===== config.mk =====
export PLATFORM = sky130hd
export DESIGN_NAME = btn_debounce_multi
export DESIGN_NICKNAME = d
export VERILOG_FILES = /design/src/rtl/btn_pkg.sv /design/src/rtl/btn_debounce_chan.sv /design/src/rtl/btn_debounce_multi.sv
export SDC_FILE = /design/constraint.sdc
export NUM_CORES = 1
export LEC_CHECK = 0
export BUFFER_PORTS_ARGS = -buffer_cell sky130_fd_sc_hd__clkbuf_2
export CAP_MARGIN = 15
export CORE_MARGIN = 2
export CORE_UTILIZATION = 57
export DETAILED_ROUTE_END_ITERATION = 10
export PLACE_DENSITY_LB_ADDON = 0.08
export SLEW_MARGIN = 20
export SYNTH_ARGS = -nofsm -noshare
export SYNTH_HDL_FRONTEND = slang
export SYNTH_SLANG_ARGS = --single-unit

===== constraint.sdc =====
create_clock -name clk -period 3.8 [get_ports clk]
set_clock_uncertainty 0.2 [all_clocks]
set_input_delay 1.14 -clock clk [delete_from_list [all_inputs] [get_ports clk]]
set_output_delay 1.14 -clock clk [all_outputs]
set_load 0.005 [all_outputs]

===== src/rtl/btn_pkg.sv =====
// Shared constants for the multi-channel button debouncer.
// Holds the stability-counter width, the prescaler divide helper and the default
// parameter values used by btn_debounce_multi, btn_debounce_chan and their bench.
package btn_pkg;

  localparam int unsigned CNT_W = 8;

  localparam int unsigned N_BTN_DEF        = 4;
  localparam int unsigned CLK_HZ_DEF       = 100_000_000;
  localparam int unsigned TICK_HZ_DEF      = 1_000;
  localparam int unsigned STABLE_TICKS_DEF = 8;
  localparam int unsigned LONG_TICKS_DEF   = 1_000;

  // Clock cycles per sample tick.
  function automatic int unsigned calc_div(input int unsigned clk_hz,
                                           input int unsigned tick_hz);
    return clk_hz / tick_hz;
  endfunction

endpackage


===== src/rtl/btn_debounce_chan.sv =====
// One debounce channel: 2-FF synchroniser, tick-sampled stability counter, registered
// level and one-clock press/release pulses, plus an optional long-press detector.
// Optional feature macro: BTN_LONGPRESS_EN (without it long_o is tied to 0).
// Ports:
//   clk       - system clock
//   reset_n   - synchronous active-low reset
//   tick_i    - shared sample strobe, one clk wide
//   btn_i     - raw asynchronous button input, active-high
//   level_o   - debounced level
//   press_o   - one-clk pulse on accepted 0->1
//   release_o - one-clk pulse on accepted 1->0
//   long_o    - one-clk pulse once per press held LONG_TICKS ticks
module btn_debounce_chan
  import btn_pkg::*;
#(
  parameter int unsigned STABLE_TICKS = STABLE_TICKS_DEF,
  parameter int unsigned LONG_TICKS   = LONG_TICKS_DEF
) (
  input  logic clk,
  input  logic reset_n,
  input  logic tick_i,
  input  logic btn_i,
  output logic level_o,
  output logic press_o,
  output logic release_o,
  output logic long_o
);

  if (LONG_TICKS < 1) begin : gen_bad_long
    $error("LONG_TICKS must be at least 1");
  end

  localparam logic [CNT_W-1:0] CntLast = CNT_W'(STABLE_TICKS - 1);

  logic             sync_meta_q, sync_meta_d;
  logic             sync_q, sync_d;
  logic             level_q, level_d;
  logic [CNT_W-1:0] cnt_q, cnt_d;
  logic             press_q, press_d;
  logic             release_q, release_d;

  always_comb begin
    sync_meta_d = btn_i;
    sync_d      = sync_meta_q;
    level_d     = level_q;
    cnt_d       = cnt_q;
    press_d     = 1'b0;
    release_d   = 1'b0;
    if (tick_i) begin
      if (sync_q == level_q) begin
        // Agreement with the current level (including a bounce back) restarts the count.
        cnt_d = '0;
      end else if (cnt_q == CntLast) begin
        level_d   = sync_q;
        cnt_d     = '0;
        press_d   = sync_q;
        release_d = ~sync_q;
      end else begin
        cnt_d = cnt_q + 1'b1;
      end
    end
  end

  always_ff @(posedge clk) begin
    if (!reset_n) begin
      sync_meta_q <= 1'b0;
      sync_q      <= 1'b0;
      level_q     <= 1'b0;
      cnt_q       <= '0;
      press_q     <= 1'b0;
      release_q   <= 1'b0;
    end else begin
      sync_meta_q <= sync_meta_d;
      sync_q      <= sync_d;
      level_q     <= level_d;
      cnt_q       <= cnt_d;
      press_q     <= press_d;
      release_q   <= release_d;
    end
  end

  assign level_o   = level_q;
  assign press_o   = press_q;
  assign release_o = release_q;

`ifdef BTN_LONGPRESS_EN
  localparam int unsigned LongW = $clog2(LONG_TICKS + 1);
  localparam logic [LongW-1:0] LongMax = LongW'(LONG_TICKS);

  logic [LongW-1:0] long_cnt_q, long_cnt_d;
  logic             long_q, long_d;

  // Saturating hold counter; fires only on the tick that reaches LongMax, so no repeat.
  always_comb begin
    long_cnt_d = long_cnt_q;
    long_d     = 1'b0;
    if (!level_q) begin
      long_cnt_d = '0;
    end else if (tick_i && (long_cnt_q != LongMax)) begin
      long_cnt_d = long_cnt_q + 1'b1;
      long_d     = (long_cnt_d == LongMax);
    end
  end

  always_ff @(posedge clk) begin
    if (!reset_n) begin
      long_cnt_q <= '0;
      long_q     <= 1'b0;
    end else begin
      long_cnt_q <= long_cnt_d;
      long_q     <= long_d;
    end
  end

  assign long_o = long_q;
`else
  assign long_o = 1'b0;
`endif

endmodule


===== src/rtl/btn_debounce_multi.sv =====
// Multi-channel push-button conditioner: one shared tick prescaler feeding N_BTN
// independent debounce channels.
// Optional feature macro: BTN_LONGPRESS_EN enables the per-channel long-press pulse.
// Ports:
//   clk       - system clock
//   reset_n   - synchronous active-low reset
//   i_btn     - raw asynchronous buttons, active-high
//   o_level   - debounced levels
//   o_press   - one-clk pulses on accepted presses
//   o_release - one-clk pulses on accepted releases
//   o_long    - one-clk long-press pulses (0 when the feature is not built)
module btn_debounce_multi
  import btn_pkg::*;
#(
  parameter int unsigned N_BTN        = N_BTN_DEF,
  parameter int unsigned CLK_HZ       = CLK_HZ_DEF,
  parameter int unsigned TICK_HZ      = TICK_HZ_DEF,
  parameter int unsigned STABLE_TICKS = STABLE_TICKS_DEF,
  parameter int unsigned LONG_TICKS   = LONG_TICKS_DEF
) (
  input  logic             clk,
  input  logic             reset_n,
  input  logic [N_BTN-1:0] i_btn,
  output logic [N_BTN-1:0] o_level,
  output logic [N_BTN-1:0] o_press,
  output logic [N_BTN-1:0] o_release,
  output logic [N_BTN-1:0] o_long
);

  localparam int unsigned Div   = calc_div(CLK_HZ, TICK_HZ);
  localparam int unsigned TickW = $clog2(Div);
  localparam logic [TickW-1:0] TickLast = TickW'(Div - 1);

  if (Div < 2) begin : gen_bad_div
    $error("CLK_HZ/TICK_HZ must be at least 2");
  end
  if ((STABLE_TICKS < 1) || (STABLE_TICKS > 255)) begin : gen_bad_stable
    $error("STABLE_TICKS must be in 1..255");
  end

  logic [TickW-1:0] tick_cnt_q, tick_cnt_d;
  logic             tick;

  always_comb begin
    tick       = (tick_cnt_q == TickLast);
    tick_cnt_d = tick ? '0 : tick_cnt_q + 1'b1;
  end

  always_ff @(posedge clk) begin
    if (!reset_n) begin
      tick_cnt_q <= '0;
    end else begin
      tick_cnt_q <= tick_cnt_d;
    end
  end

  for (genvar i = 0; i < N_BTN; i++) begin : gen_chan
    btn_debounce_chan #(
      .STABLE_TICKS(STABLE_TICKS),
      .LONG_TICKS  (LONG_TICKS)
    ) u_chan (
      .clk      (clk),
      .reset_n  (reset_n),
      .tick_i   (tick),
      .btn_i    (i_btn[i]),
      .level_o  (o_level[i]),
      .press_o  (o_press[i]),
      .release_o(o_release[i]),
      .long_o   (o_long[i])
    );
  end

endmodule


After elaboration in Yosys (flattened, before gate mapping). Index checks and enable logic that the tools add are counted.

Register bits: 69. Output and inout port bits: 16. Word-level logic and storage cells: 70.

Add/subtract/negate cells: 5. Equal/unequal tests: 9. Multiplexer cells: 8. Bitwise logic cells: 14. Reductions and logical operators: 9.

Operators by type and width (count): 8-bit two-way mux (8); 8-bit by 1-bit adder with 8-bit output, second input constant (4); 8-bit by 3-bit equality test with 1-bit output, second input constant (4); 17-bit by 1-bit adder with 17-bit output, second input constant (1); 17-bit equality test, second input constant (1); 4-bit OR reduction (4); 1-bit NOT (14); 3-bit AND reduction (4); 1-bit equality test (4); 2-bit OR reduction (1).

Logic depth before layout (Yosys ltp). Gate-level depths: netlist (run 1).

Word-level depth: 3. Depth in mapped cells: 7.

Cells and area by module. A second synthesis (run 1) with hierarchy kept.

Cells, all modules: 355. Area total of the unflattened synthesis: 3340.7 sq um.

By module, submodules not included: btn_debounce_chan (instances 4, cells each 67, area an instance 638.1 sq um); btn_debounce_multi (instances 1, cells each 87, area an instance 788.3 sq um).

Worst setup path after synthesis (run 1). No wires, ideal clock.

Path kind: reg-to-reg. From: register tick_cnt_q[12]. To: register gen_chan[2].u_chan.press_q. Setup time: 0.080 ns. Data arrival time: 2.259 ns. Data required time: 3.520 ns. Slack: 1.261 ns. Stages on the path, launching flop included: 7. Clock period less this slack: 2.539 ns. Cells stage by stage: dfxtp_1 -> buf_6 -> or4b_4 -> or4_4 -> buf_6 -> or4_4 -> nor3b_1.

Word-level cells in the longest chain between the ends: 3.

RTL lines: start, declared (RTL line btn_debounce_multi.sv:41) `logic [TickW-1:0] tick_cnt_q, tick_cnt_d;`; start signal, assigned (RTL line btn_debounce_multi.sv:53) `tick_cnt_q <= tick_cnt_d;`; 17-bit equality test (RTL line btn_debounce_multi.sv:45) `tick = (tick_cnt_q == TickLast);`; 1-bit NOT (no source line); 4-bit OR reduction (no source line); end signal, assigned (RTL line btn_debounce_chan.sv:77) `press_q <= press_d;`; end, declared (RTL line btn_debounce_chan.sv:39) `logic press_q, press_d;`.

No other way between the ends. A chain may end at the register's enable or synchronous reset.

Worst setup path in the final report (run 1).
From: register tick_cnt_q[9]. To: register gen_chan[2].u_chan.release_q.

Word-level cells in the longest chain between the ends: 3.

RTL lines: 17-bit equality test (RTL line btn_debounce_multi.sv:45); 1-bit NOT (no source line); 4-bit OR reduction (no source line); end signal, assigned (RTL line btn_debounce_chan.sv:78) `release_q <= release_d;`; end, declared (RTL line btn_debounce_chan.sv:40) `logic release_q, release_d;`.

No other way between the ends.

==> metrics.sh, run 1 <==
RUN_STATUS='completed'
SYNTH.CELL_AREA_UM2=3280
CTS_TREE='done'
PATH_CLK_SLEW_NS=0.07
DIE_AREA_UM2=6370
CRITICAL_PATH_PEAK_FANOUT=15
CRIT-REG2REG-LAUNCH='tick_cnt_q[9]$_SDFF_PP0_'
COREAREA_UM2=5540
PEAKVDDDROP_uV=186
FINAL_PERIOD_UTIL_PCT=69.9
CRIT_PATH_START_KIND='register'
AREA_GROWTH_SYN_TO_LAYOUT_PCT=5.73
DPL.HPWL_MM=4.28
PLACED_INSTANCE_AREA_UM2=3310
YOSYSWARNINGCOUNT=0
TOP_CELL_BY_COUNT_WORST_PATH='or4_4'
CRIT_STARTPOINT='tick_cnt_q[9]$_SDFF_PP0_'
YOSYS_TOP_CELL_AREA_SHARE_PCT=42.1
R2R_SETUP_SLACK_NS=1.14
ROUTED_WIRELENGTH_MM=6.54
CTS-HTREE-LEVELS=3
SW_FRAC_OF_TOTAL_PCT=22.0
MAX-CLOCK-PATH-BUFFERS=2
CTS.SINKS=69
SYN_AVG_CELL_AREA_UM2=8.77
CP.ARRIVAL_NS=2.71
SYNTH_SEQ_AREA_SHARE_PCT=42.1
TIMING_WORST_SLEW_PIN_VALUE_NS=0.643
FINALCOREUTILIZATION_PCT=62.6
POST-ROUTE-CELL-AREA_UM2=3470
DRC=0
MAX-CAP-VIOLATIONS=0
YS_TOP_CELLS_BY_AREA='dfxtp_1 (42%), nand3_1 (5.2%), xnor2_1 (4.0%)'
NUM-FILL-CELLS=538
CP_SLOWEST_CELL='or4_4'
SHARE_CLK_OF_TOTAL_POWER_PCT=39.4
DRT-VIAS-PER-INSTANCE=5.81
LAYOUTNONFILLERINSTCOUNT=455
FLIP_FLOP_AND_LATCH_COUNT_AFTER_SYNTHESIS=69
CTSRESIZECOUNT=0
ANTENNA_VIOL_NETS_FINAL=0
CLK_LATENCY_NS=0.33
VIA_COUNT_OF_THE_FIRST_GLOBAL_ROUTING_PASS=2551
FINAL_NETS=390
FLOORPLAN.DIE.WIDTH_UM=79.8
SYNTH_TOP_CELL_BY_AREA='dfxtp_1'
POWER_FRAC_COMB_PCT=2.7
SYNTHDISTINCTLIBCELLS=51
DRT_FIRST_ITER_VIOLATIONS=134
DP.CELLS=440
UNREPAIRED_SETUP_ENDPOINTS_AFTER_GLOBAL_ROUTING='false'
SLEW_HEADROOM_PCT=56.8
ROUTE.DETAILED.WL_PER_INST_UM=14.4
NUMBER_OF_CELLS_PRODUCED_BY_SYNTHESIS=374
DIE_HEIGHT_UM=79.8
CTSROOTBUFFERMASTER='clkbuf_8'
TOTAL_LEAKAGE_POWER_nW=1.17
GRT_PASS1_WL_MM=11.6
TIMING.CRITICAL_PATH.DEPTH=4
CRITICAL_PATH.MAX_STAGE_DELAY_NS=0.66
TOTAL_SWITCHING_POWER_uW=280
POSTSYNTH.ASYNCRESETSHARE_PCT=0
CP_CELL_SEQUENCE='or4b_4 > or4_4 > or4_4 > nor3b_1'
POST_CTS.REPAIR.SETUP_BUFFERS=0
MAXIMUM_NUMBER_OF_PINS_ON_ONE_NET_BEFORE_GLOBAL_ROUTE_REPAIR=29
GRT_RESOURCE_USAGE_TOTAL_PCT=23.1
TYPE_OF_ELEMENT_CAPTURING_THE_CRITICAL_PATH='register'
TOTAL_ITERATIONS_OF_THE_FIRST_DETAILED_ROUTING_RUN=4
IO_PINS=22
DETAILROUTE.VIA_COUNT=2644
CTS_BUFFERS=9
CP.REQUIRED_NS=3.85
FINALSETUPVIOLCOUNT=0
SYNTH_EDF_COUNT=0
WORST-SETUP-PATH-TYPE='reg -> reg'
START_UTIL_PCT=59.2
HOLD_BUFFERS=0
FINAL_MAX_SLEW_VIOL_COUNT=0
PORT_BUFFERS=17
RR_WORST_DEPTH=4
COMBINED_AREA_OF_THE_MULTI_INPUT_LOGIC_CELLS_UM2=1690
TIMING.HOLD.WORST.CLASS='reg -> reg'
FINALWORSTSETUPSLACK_NS=1.14
POWER.SEQUENTIAL.FRACTION_PCT=57.8
POST-ROUTE-MIN-PERIOD_NS=2.66
LAYOUT-DRIVE-GT1-SHARE_PCT=11.2
GLOBALROUTE.TOTALOVERFLOW=0
INTERNAL_POWER_uW=991
SETUP.WORST_PATH.END='gen_chan[2].u_chan.release_o$_SDFF_PP0_'
POSTSYNTH.TOPFLOPCELL='dfxtp_1'
ANTENNA_VIOLATIONS_BEFORE_REPAIR=0
TIMING.CRITICAL_PATH.BUF_INV=0
HOLD_VIOL_FINAL=0
DIODES=0
PLACEMENTROWS=27
TIMING.SETUP.TNS_NS=0
AREA.SEQUENTIAL_UM2=1380
DP_WORST_SETUP_SLACK_NS=1.12
PATH_DELAY_FAMILY='simple AND/OR/NAND/NOR gates'
FMAX_MHz=377
POWER.DENSITY_CELL_AREA_nW_PER_UM2=367
RD_PLACE_CONGESTION=0.824
CRIT-REG2REG-CAPTURE='gen_chan[2].u_chan.release_o$_SDFF_PP0_'
power groups by stage:
stage	Sequential (mW)	Clock [mW]	Combinational (mW)
after floorplan	0.749	0	0.0291
after global placement	0.751	0	0.0339
after detailed placement	0.751	0	0.0350
after CTS	0.735	0.516	0.0353
after global routing	0.736	0.547	0.0403
final	0.735	0.501	0.0350
through the flow:
step	power, mW	hold WS, ns
global placement	0.785	0.218
CTS	1.29	0.240
global route	1.32	0.264
finish	1.27	0.234
floorplan	0.778	0.212
detailed placement	0.786	0.219
placed cells by master, fill, tap and decap left out, types with 5 or more instances in the layout:
cell type,netlist,final
inv_1,7,7
nand4_1,9,9
o31ai_1,7,7
dfxtp_1,69,69
xor2_1,5,5
nand2_1,28,28
clkbuf_2,0,17
and2_1,12,12
xnor2_1,15,15
ha_1,5,5
nor3_1,17,17
o21ai_0,10,10
a21oi_1,18,18
nand3_1,34,34
nor2_1,25,25
or3_1,7,7
mux2i_1,5,5
a22oi_1,5,5
clkbuf_8,0,10
o21a_1,5,5
Yosys cell counts (7+ instances only):
master and number:
nand2_1 28, and2_1 12, o31ai_1 7, clkbuf_1 12, o21ai_0 10, nor2_1 25, nand3_1 34, inv_1 7
xnor2_1 15, dfxtp_1 69, or3_1 7, a21oi_1 18, nand4_1 9, nor3_1 17, buf_4 16
final cells by class:
type | instances | area share (%)
Clock inverter | 2 | 0.289
Inverter | 8 | 0.866
Sequential cell | 69 | 39.9
Clock buffer | 13 | 4.30
Timing Repair Buffer | 21 | 3.32
Multi-Input combinational cell | 270 | 48.8
Tap cell | 72 | 2.60
registers in the layout, summed over array words and instances, names as in the netlist:
signal / cells
gen_chan.u_chan.level_o: 4
gen_chan.u_chan.press_o: 4
tick_cnt_q: 17
gen_chan.u_chan.cnt_q: 32
gen_chan.u_chan.sync_q: 4
gen_chan.u_chan.sync_d: 4
gen_chan.u_chan.release_o: 4
routing by layer:
metal,wire length (um),up-vias,global-route usage (%)
met4,110,0,9.83
met3,226,10,3.96
met5,0,-,0
met2,3040,49,37.2
li1,-,1349,-
met1,3160,1236,30.4
worst min path at each step:
| stage | to | from | depth (start not counted) |
|---|---|---|---|
| finish | gen_chan[2].u_chan.sync_q$_SDFF_PN0_ | gen_chan[2].u_chan.sync_d$_SDFF_PN0_ | 1 |
| CTS | gen_chan[2].u_chan.sync_q$_SDFF_PN0_ | gen_chan[2].u_chan.sync_d$_SDFF_PN0_ | 1 |
| detailed placement | gen_chan[1].u_chan.sync_q$_SDFF_PN0_ | gen_chan[1].u_chan.sync_d$_SDFF_PN0_ | 1 |
| global placement | gen_chan[3].u_chan.sync_q$_SDFF_PN0_ | gen_chan[3].u_chan.sync_d$_SDFF_PN0_ | 1 |
| global route | gen_chan[1].u_chan.sync_q$_SDFF_PN0_ | gen_chan[1].u_chan.sync_d$_SDFF_PN0_ | 1 |
| floorplan | gen_chan[0].u_chan.sync_q$_SDFF_PN0_ | gen_chan[0].u_chan.sync_d$_SDFF_PN0_ | 1 |
cell families after synthesis:
| kind of cell | synth area share (%) |
|---|---|
| buffers and inverters | 6.64 |
| flip-flops | 42.1 |
| other | 0.114 |
| adder cells (fa/ha/maj) | 1.91 |
| AND/OR/NAND/NOR | 28.2 |
| multiplexers | 1.53 |
| AO/OA/AOI/OAI | 14.2 |
| XOR/XNOR | 5.34 |
Power figures use the tool's default switching activity.
==> inputs of run 2 (changes only) <==
CORE_UTILIZATION = 54   (was 57)
clock period = 2.31 ns   (was 3.8 ns; I/O delays follow)
==> metrics.sh, run 2 (synthesis results as in run 1) <==
CTS.SINKS=69  # unchanged
FLOORPLAN.DIE.WIDTH_UM=81.9  # +2.6%
COREAREA_UM2=5890  # +6.2%
REG_TOP3='gen_chan.u_chan.cnt_q: 32 flops, tick_cnt_q: 17 flops'
TIMING.HOLD.WORST.CLASS='reg -> reg'
CRIT_PATH_START_KIND='register'
DPL.HPWL_MM=4.77  # +12%
PORT_BUFFERS=17  # unchanged
GLOBALROUTE.TOTALOVERFLOW=0  # unchanged
TOTAL_ITERATIONS_OF_THE_FIRST_DETAILED_ROUTING_RUN=4  # unchanged
MAX-CAP-VIOLATIONS=0  # unchanged
MAXIMUM_NUMBER_OF_PINS_ON_ONE_NET_BEFORE_GLOBAL_ROUTE_REPAIR=21  # -28%
MAX-CLOCK-PATH-BUFFERS=2  # unchanged
AREA_GROWTH_SYN_TO_LAYOUT_PCT=13.1
CLK_LATENCY_NS=0.34  # about the same
TIMING.CRITICAL_PATH.BUF_INV=0  # unchanged
SLEW_HEADROOM_PCT=59.7  # +2.9 points
DIODES=0  # unchanged
DP_WORST_SETUP_SLACK_NS=0.0279  # -1.09 ns
FINAL_COMMON_CELL='dfxtp_1'
FINAL_MAX_SLEW_VIOL_COUNT=0  # unchanged
RD_PLACE_CONGESTION=0.820  # -0.55%
PLACEMENTROWS=28  # +3.7%
FINAL_PERIOD_UTIL_PCT=97.7  # +28 points
ANTENNA_VIOLATIONS_BEFORE_REPAIR=0  # unchanged
UNREPAIRED_SETUP_ENDPOINTS_AFTER_GLOBAL_ROUTING='true'
TOTAL_LEAKAGE_POWER_nW=1.32  # +12%
DETAILROUTE.VIA_COUNT=2748  # +3.9%
INTERNAL_POWER_mW=1.82  # +84%
ANTENNA_VIOL_NETS_FINAL=0  # unchanged
PATH_CLK_SLEW_NS=0.07  # about the same
LAYOUTNONFILLERINSTCOUNT=481  # +5.7%
IO_PINS=22  # unchanged
CTSROOTBUFFERMASTER='clkbuf_8'
VIA_COUNT_OF_THE_FIRST_GLOBAL_ROUTING_PASS=2609  # +2.3%
CP_CELL_SEQUENCE='or4b_4 > or4_4 > or4_4 > nor3b_2'
TOP_CELL_BY_COUNT_WORST_PATH='or4_4'
TYPE_OF_ELEMENT_CAPTURING_THE_CRITICAL_PATH='register'
CRITICAL_PATH_PEAK_FANOUT=6  # -9
POST-ROUTE-MIN-PERIOD_NS=2.26  # -0.398 ns
DRC=0  # unchanged
CTS_BUFFERS=9  # unchanged
REGMOSTFLOPS='gen_chan.u_chan.cnt_q'
TOTAL_SWITCHING_POWER_uW=477  # +70%
DRT-VIAS-PER-INSTANCE=5.71  # -1.7%
DIE_AREA_UM2=6710  # +5.3%
RUN_STATUS='completed'
PEAKVDDDROP_uV=301  # +62%
SW_FRAC_OF_TOTAL_PCT=20.8  # -1.3 points
CTS_TREE='done'
CP_SLOWEST_CELL='or4b_4'
CP.ARRIVAL_NS=2.33  # -0.38 ns
TIMING_WORST_SLEW_PIN_VALUE_NS=0.605  # -0.0376 ns
DIE_HEIGHT_UM=81.9  # +2.6%
HOLD_VIOL_FINAL=0  # unchanged
POWER.DENSITY_CELL_AREA_nW_PER_UM2=620  # +69%
POWER_FRAC_COMB_PCT=3.1  # +0.4 points
CTS-HTREE-LEVELS=3  # unchanged
ROUTE.DETAILED.WL_PER_INST_UM=14.0  # -2.9%
TIMING.SETUP.TNS_NS=0  # unchanged
FINAL_NETS=414  # +6.2%
CP.REQUIRED_NS=2.38  # -1.47 ns
ROUTED_WIRELENGTH_MM=6.71  # +2.7%
START_UTIL_PCT=55.7  # -3.5 points
LARGEST_REGISTER_FF_COUNT=32  # unchanged
FINALSETUPVIOLCOUNT=0  # unchanged
FINAL_CELL_MIX='dfxtp_1 (69), nand3_1 (34), nand2_1 (28), buf_4 (28), nor2_1 (25)'
GRT_PASS1_WL_MM=11.7  # +0.18%
CRITICAL_PATH.MAX_STAGE_DELAY_NS=0.53  # -0.13 ns
POWER.SEQUENTIAL.FRACTION_PCT=52.5  # -5.3 points
DRT_FIRST_ITER_VIOLATIONS=91  # -32%
LAYOUT-DRIVE-GT1-SHARE_PCT=17.7  # +6.5 points
FINALCOREUTILIZATION_PCT=63.0  # +0.43 points
FINALWORSTSETUPSLACK_NS=0.0530  # -1.09 ns
PATH_DELAY_FAMILY='simple AND/OR/NAND/NOR gates'
DP.CELLS=465  # +5.7%
SHARE_CLK_OF_TOTAL_POWER_PCT=44.4  # +5.0 points
GRT_RESOURCE_USAGE_TOTAL_PCT=22.1  # -0.90 points
WORST-SETUP-PATH-TYPE='reg -> reg'
FMAX_MHz=443  # +18%
## run 2: changes by cell type in the layout (fill, tap and decap cells not counted)
cell	change
clkbuf_8	-1
buf_4	+24
nor3b_1	-2
o31ai_1	-1
clkinvlp_4	+1
clkbuf_1	-3
o31ai_2	+1
bufinv_16	+2
nor3b_2	+2
## run 2: path summary, 6_finish.rpt
| kind | slack, ns | from | to | cells after the start |
|---|---|---|---|---|
| max | 0.05 | tick_cnt_q[11]$_SDFF_PP0_ | gen_chan[2].u_chan.release_o$_SDFF_PP0_ | 4 |
| min | 0.24 | gen_chan[0].u_chan.sync_d$_SDFF_PN0_ | gen_chan[0].u_chan.sync_q$_SDFF_PN0_ | 1 |
| max reg2reg | 0.05 | tick_cnt_q[11]$_SDFF_PP0_ | gen_chan[2].u_chan.release_o$_SDFF_PP0_ | 4 |
| min reg2reg | 0.24 | gen_chan[0].u_chan.sync_d$_SDFF_PN0_ | gen_chan[0].u_chan.sync_q$_SDFF_PN0_ | 1 |
## run 2: final cells by class
class | count | area (um2)
clock inverter | 5 | 77.6
multi-input combinational | 270 | 1710
inverter | 8 | 30.0
clock buffer | 9 | 124
fill | 492 | 2180
tap | 75 | 93.8
timing repair buffer | 45 | 295
sequential | 69 | 1380
## run 2: power by group through the flow
| stage | clock network (mW) | logic (mW) | registers, mW |
|---|---|---|---|
| 3_3_place_gp | 0 | 0.0695 | 1.23 |
| 4_1_cts | 1.04 | 0.0719 | 1.21 |
| 3_5_place_dp | 0 | 0.0709 | 1.23 |
| 2_1_floorplan | 0 | 0.0480 | 1.23 |
| 6_report | 1.02 | 0.0712 | 1.21 |
| 5_1_grt | 1.09 | 0.0798 | 1.21 |
## run 2: metal layers
metal / track usage, % / up-vias / share of wire, % / wire length, um
met4: 9.17 / 0 / 0.72 / 48
met5: 0 / - / 0 / 0
met3: 4.18 / 7 / 3.2 / 218
li1: - / 1404 / - / -
met2: 37.6 / 42 / 50 / 3340
met1: 27.4 / 1295 / 46 / 3110
## run 2: repair_timing
| item | CTS | global route |
|---|---|---|
| hold endpoints to repair | 0 | 0 |
| endpoints found under the setup margin | 0 | 10 |
| resized for setup | 0 | 1 |
| hold buffers | 0 | 0 |
| setup buffers | 0 | 2 |
## run 2: stage by stage
| step | total power [mW] | hold slack [ns] | area, um2 |
|---|---|---|---|
| after global routing | 2.37 | 0.266 | 3710 |
| after global placement | 1.30 | 0.214 | 3490 |
| after floorplan | 1.28 | 0.212 | 3300 |
| final | 2.30 | 0.237 | 3710 |
| after detailed placement | 1.30 | 0.223 | 3490 |
| after CTS | 2.32 | 0.240 | 3690 |
==> inputs of run 3 (changes only) <==
RECOVER_POWER = 25   (was default)
==> metrics.sh, run 3 (synthesis results as in run 1) <==
TOTAL_ITERATIONS_OF_THE_FIRST_DETAILED_ROUTING_RUN=4  # unchanged
GLOBALROUTE.TOTALOVERFLOW=0  # unchanged
POST-ROUTE-MIN-PERIOD_NS=2.26  # -0.000920 ns
CTS_TREE='done'
MAXIMUM_NUMBER_OF_PINS_ON_ONE_NET_BEFORE_GLOBAL_ROUTE_REPAIR=21  # unchanged
PORT_BUFFERS=17  # unchanged
HOLD_BUFFERS=0  # unchanged
NUM-FILL-CELLS=498  # +1.2%
RR_WORST_DEPTH=4  # unchanged
ANTENNA_VIOLATIONS_BEFORE_REPAIR=0  # unchanged
MAX-CLOCK-PATH-BUFFERS=2  # unchanged
CRIT-REG2REG-LAUNCH='tick_cnt_q[11]$_SDFF_PP0_'
CP.ARRIVAL_NS=2.33  # about the same
CTS-HTREE-LEVELS=3  # unchanged
GRT_PASS1_WL_MM=11.7  # unchanged
FINALWORSTSETUPSLACK_NS=0.0539  # +0.000920 ns
HOLD_DEPTH=1  # unchanged
TIMING.SETUP.TNS_NS=0  # unchanged
LARGEST_REGISTER_FF_COUNT=32  # unchanged
SLEW_HEADROOM_PCT=59.7  # about the same
GRT_RESOURCE_USAGE_TOTAL_PCT=22.1  # unchanged
CLK_LATENCY_NS=0.34  # about the same
DIE_AREA_UM2=6710  # unchanged
FMAX_MHz=443  # about the same
RUN_STATUS='completed'
CRIT_PATH_START_KIND='register'
TOTAL_LEAKAGE_POWER_nW=1.28  # -2.5%
FINAL_NETS=414  # unchanged
R2R_SETUP_SLACK_NS=0.05  # about the same
CTSROOTBUFFERMASTER='clkbuf_8'
DRT_FIRST_ITER_VIOLATIONS=98  # +7.7%
START_UTIL_PCT=55.7  # unchanged
IO_PINS=22  # unchanged
TYPE_OF_ELEMENT_CAPTURING_THE_CRITICAL_PATH='register'
RD_PLACE_CONGESTION=0.820  # unchanged
MET1WIRELENGTH_MM=3.12  # +0.32%
POWER.DENSITY_CELL_AREA_nW_PER_UM2=622  # +0.35%
FINAL_CELL_MIX='dfxtp_1 (69), nand3_1 (34), nand2_1 (28)'
FINAL_PERIOD_UTIL_PCT=97.7  # about the same
DIODES=0  # unchanged
DRC=0  # unchanged
FINALCOREUTILIZATION_PCT=62.8  # -0.23 points
LAYOUT-DRIVE-GT1-SHARE_PCT=15.5  # -2.2 points
PEAKVDDDROP_uV=304  # +0.95%
FINAL.HOLD.WORST_SLACK_NS=0.237  # +0.0000510 ns
REGMOSTFLOPS='gen_chan.u_chan.cnt_q'
WL_MET3_UM=214  # -1.8%
TIMING.HOLD.WORST.CLASS='reg -> reg'
REPORT.POWER.TOTAL_mW=2.30  # about the same
AREA_GROWTH_SYN_TO_LAYOUT_PCT=12.7
HOLD_VIOL_FINAL=0  # unchanged
FINAL_MAX_SLEW_VIOL_COUNT=0  # unchanged
PLACEMENTROWS=28  # unchanged
COREAREA_UM2=5890  # unchanged
FINAL_COMMON_CELL='dfxtp_1'
PATH_CLK_SLEW_NS=0.07  # about the same
VIA_COUNT_OF_THE_FIRST_GLOBAL_ROUTING_PASS=2609  # unchanged
TIMING_WORST_SLEW_PIN_VALUE_NS=0.605  # -0.0000826 ns
DRT-VIAS-PER-INSTANCE=5.71  # unchanged
DIE_HEIGHT_UM=81.9  # unchanged
ANTENNA_VIOL_NETS_FINAL=0  # unchanged
MAX-CAP-VIOLATIONS=0  # unchanged
CRIT-REG2REG-CAPTURE='gen_chan[2].u_chan.release_o$_SDFF_PP0_'
CP.REQUIRED_NS=2.38  # about the same
DETAILROUTE.VIA_COUNT=2748  # unchanged
CTS_BUFFERS=9  # unchanged
TIMING.HOLD.WORST.START='gen_chan[0].u_chan.sync_d$_SDFF_PN0_'
FLOORPLAN.DIE.WIDTH_UM=81.9  # unchanged
ROUTED_WIRELENGTH_MM=6.72  # about the same
AREA.SEQUENTIAL_UM2=1380  # unchanged
DR.MAX_LAYER_USED='met4'
COMBINED_AREA_OF_THE_MULTI_INPUT_LOGIC_CELLS_UM2=1710  # unchanged
WORST-SETUP-PATH-TYPE='reg -> reg'
FINALSETUPVIOLCOUNT=0  # unchanged
DP_WORST_SETUP_SLACK_NS=0.0279  # unchanged
UNREPAIRED_SETUP_ENDPOINTS_AFTER_GLOBAL_ROUTING='true'
END_POINT_OF_THE_WORST_HOLD_PATH='gen_chan[0].u_chan.sync_q$_SDFF_PN0_'
CRITICAL_PATH_PEAK_FANOUT=6  # unchanged
ROUTE.DETAILED.WL_PER_INST_UM=14.0  # about the same
ROUTED-WL-MET2_MM=3.34  # about the same
CTS.SINKS=69  # unchanged
DPL.HPWL_MM=4.77  # unchanged
REG_TOP3='gen_chan.u_chan.cnt_q: 32 flops, tick_cnt_q: 17 flops'
## run 3: per-stage QoR
stage,cell area (um2),instances
2_1_floorplan,3300,377
3_3_place_gp,3490,465
3_5_place_dp,3490,465
4_1_cts,3690,479
5_1_grt,3690,481
6_report,3690,481
## run 3: worst max-delay path, cell delays in order (launching register included)
cell	delay, ns
dfxtp_1	0.31
or4b_4	0.53
or4_4	0.47
or4_4	0.52
nor3b_2	0.16
## run 3: worst max path at each step
stage	from	to	slack, ns	depth (start not counted)
2_1_floorplan	tick_cnt_q[12]$_SDFF_PP0_	gen_chan[2].u_chan.press_o$_SDFF_PP0_	-0.06	6
3_3_place_gp	tick_cnt_q[11]$_SDFF_PP0_	gen_chan[2].u_chan.press_o$_SDFF_PP0_	0.05	4
3_5_place_dp	tick_cnt_q[11]$_SDFF_PP0_	gen_chan[2].u_chan.release_o$_SDFF_PP0_	0.03	4
4_1_cts	tick_cnt_q[11]$_SDFF_PP0_	gen_chan[2].u_chan.release_o$_SDFF_PP0_	0.02	4
5_1_grt	tick_cnt_q[11]$_SDFF_PP0_	gen_chan[2].u_chan.release_o$_SDFF_PP0_	-0.02	4
6_report	tick_cnt_q[11]$_SDFF_PP0_	gen_chan[2].u_chan.release_o$_SDFF_PP0_	0.05	4
## run 3: power breakdown
part / total [mW] / leakage (nW) / internal, mW / switching [mW]
registers: 1.21 / 0.558 / 1.20 / 0.00682
clock network: 1.02 / 0.101 / 0.592 / 0.428
logic: 0.0699 / 0.625 / 0.0271 / 0.0428
## run 3: cell type report
type	count	area share (%)
Sequential cell	69	37.4
Clock buffer	9	3.35
Inverter	8	0.813
Timing Repair Buffer	45	7.62
Multi-Input combinational cell	270	46.2
Clock inverter	5	2.10
Tap cell	75	2.54
## run 3: timing repair
item / 4_1_cts / 5_1_grt
resized for setup: 0 / 1
endpoints found under the hold margin: 0 / 0
setup endpoints to repair: 0 / 10
buffers inserted: 0 / 2
## run 3: routing by layer
metal  GRT usage [%]  up-vias
li1                -     1404
met1            27.4     1297
met5               0        -
met2            37.6       40
met4            9.17        0
met3            4.18        7
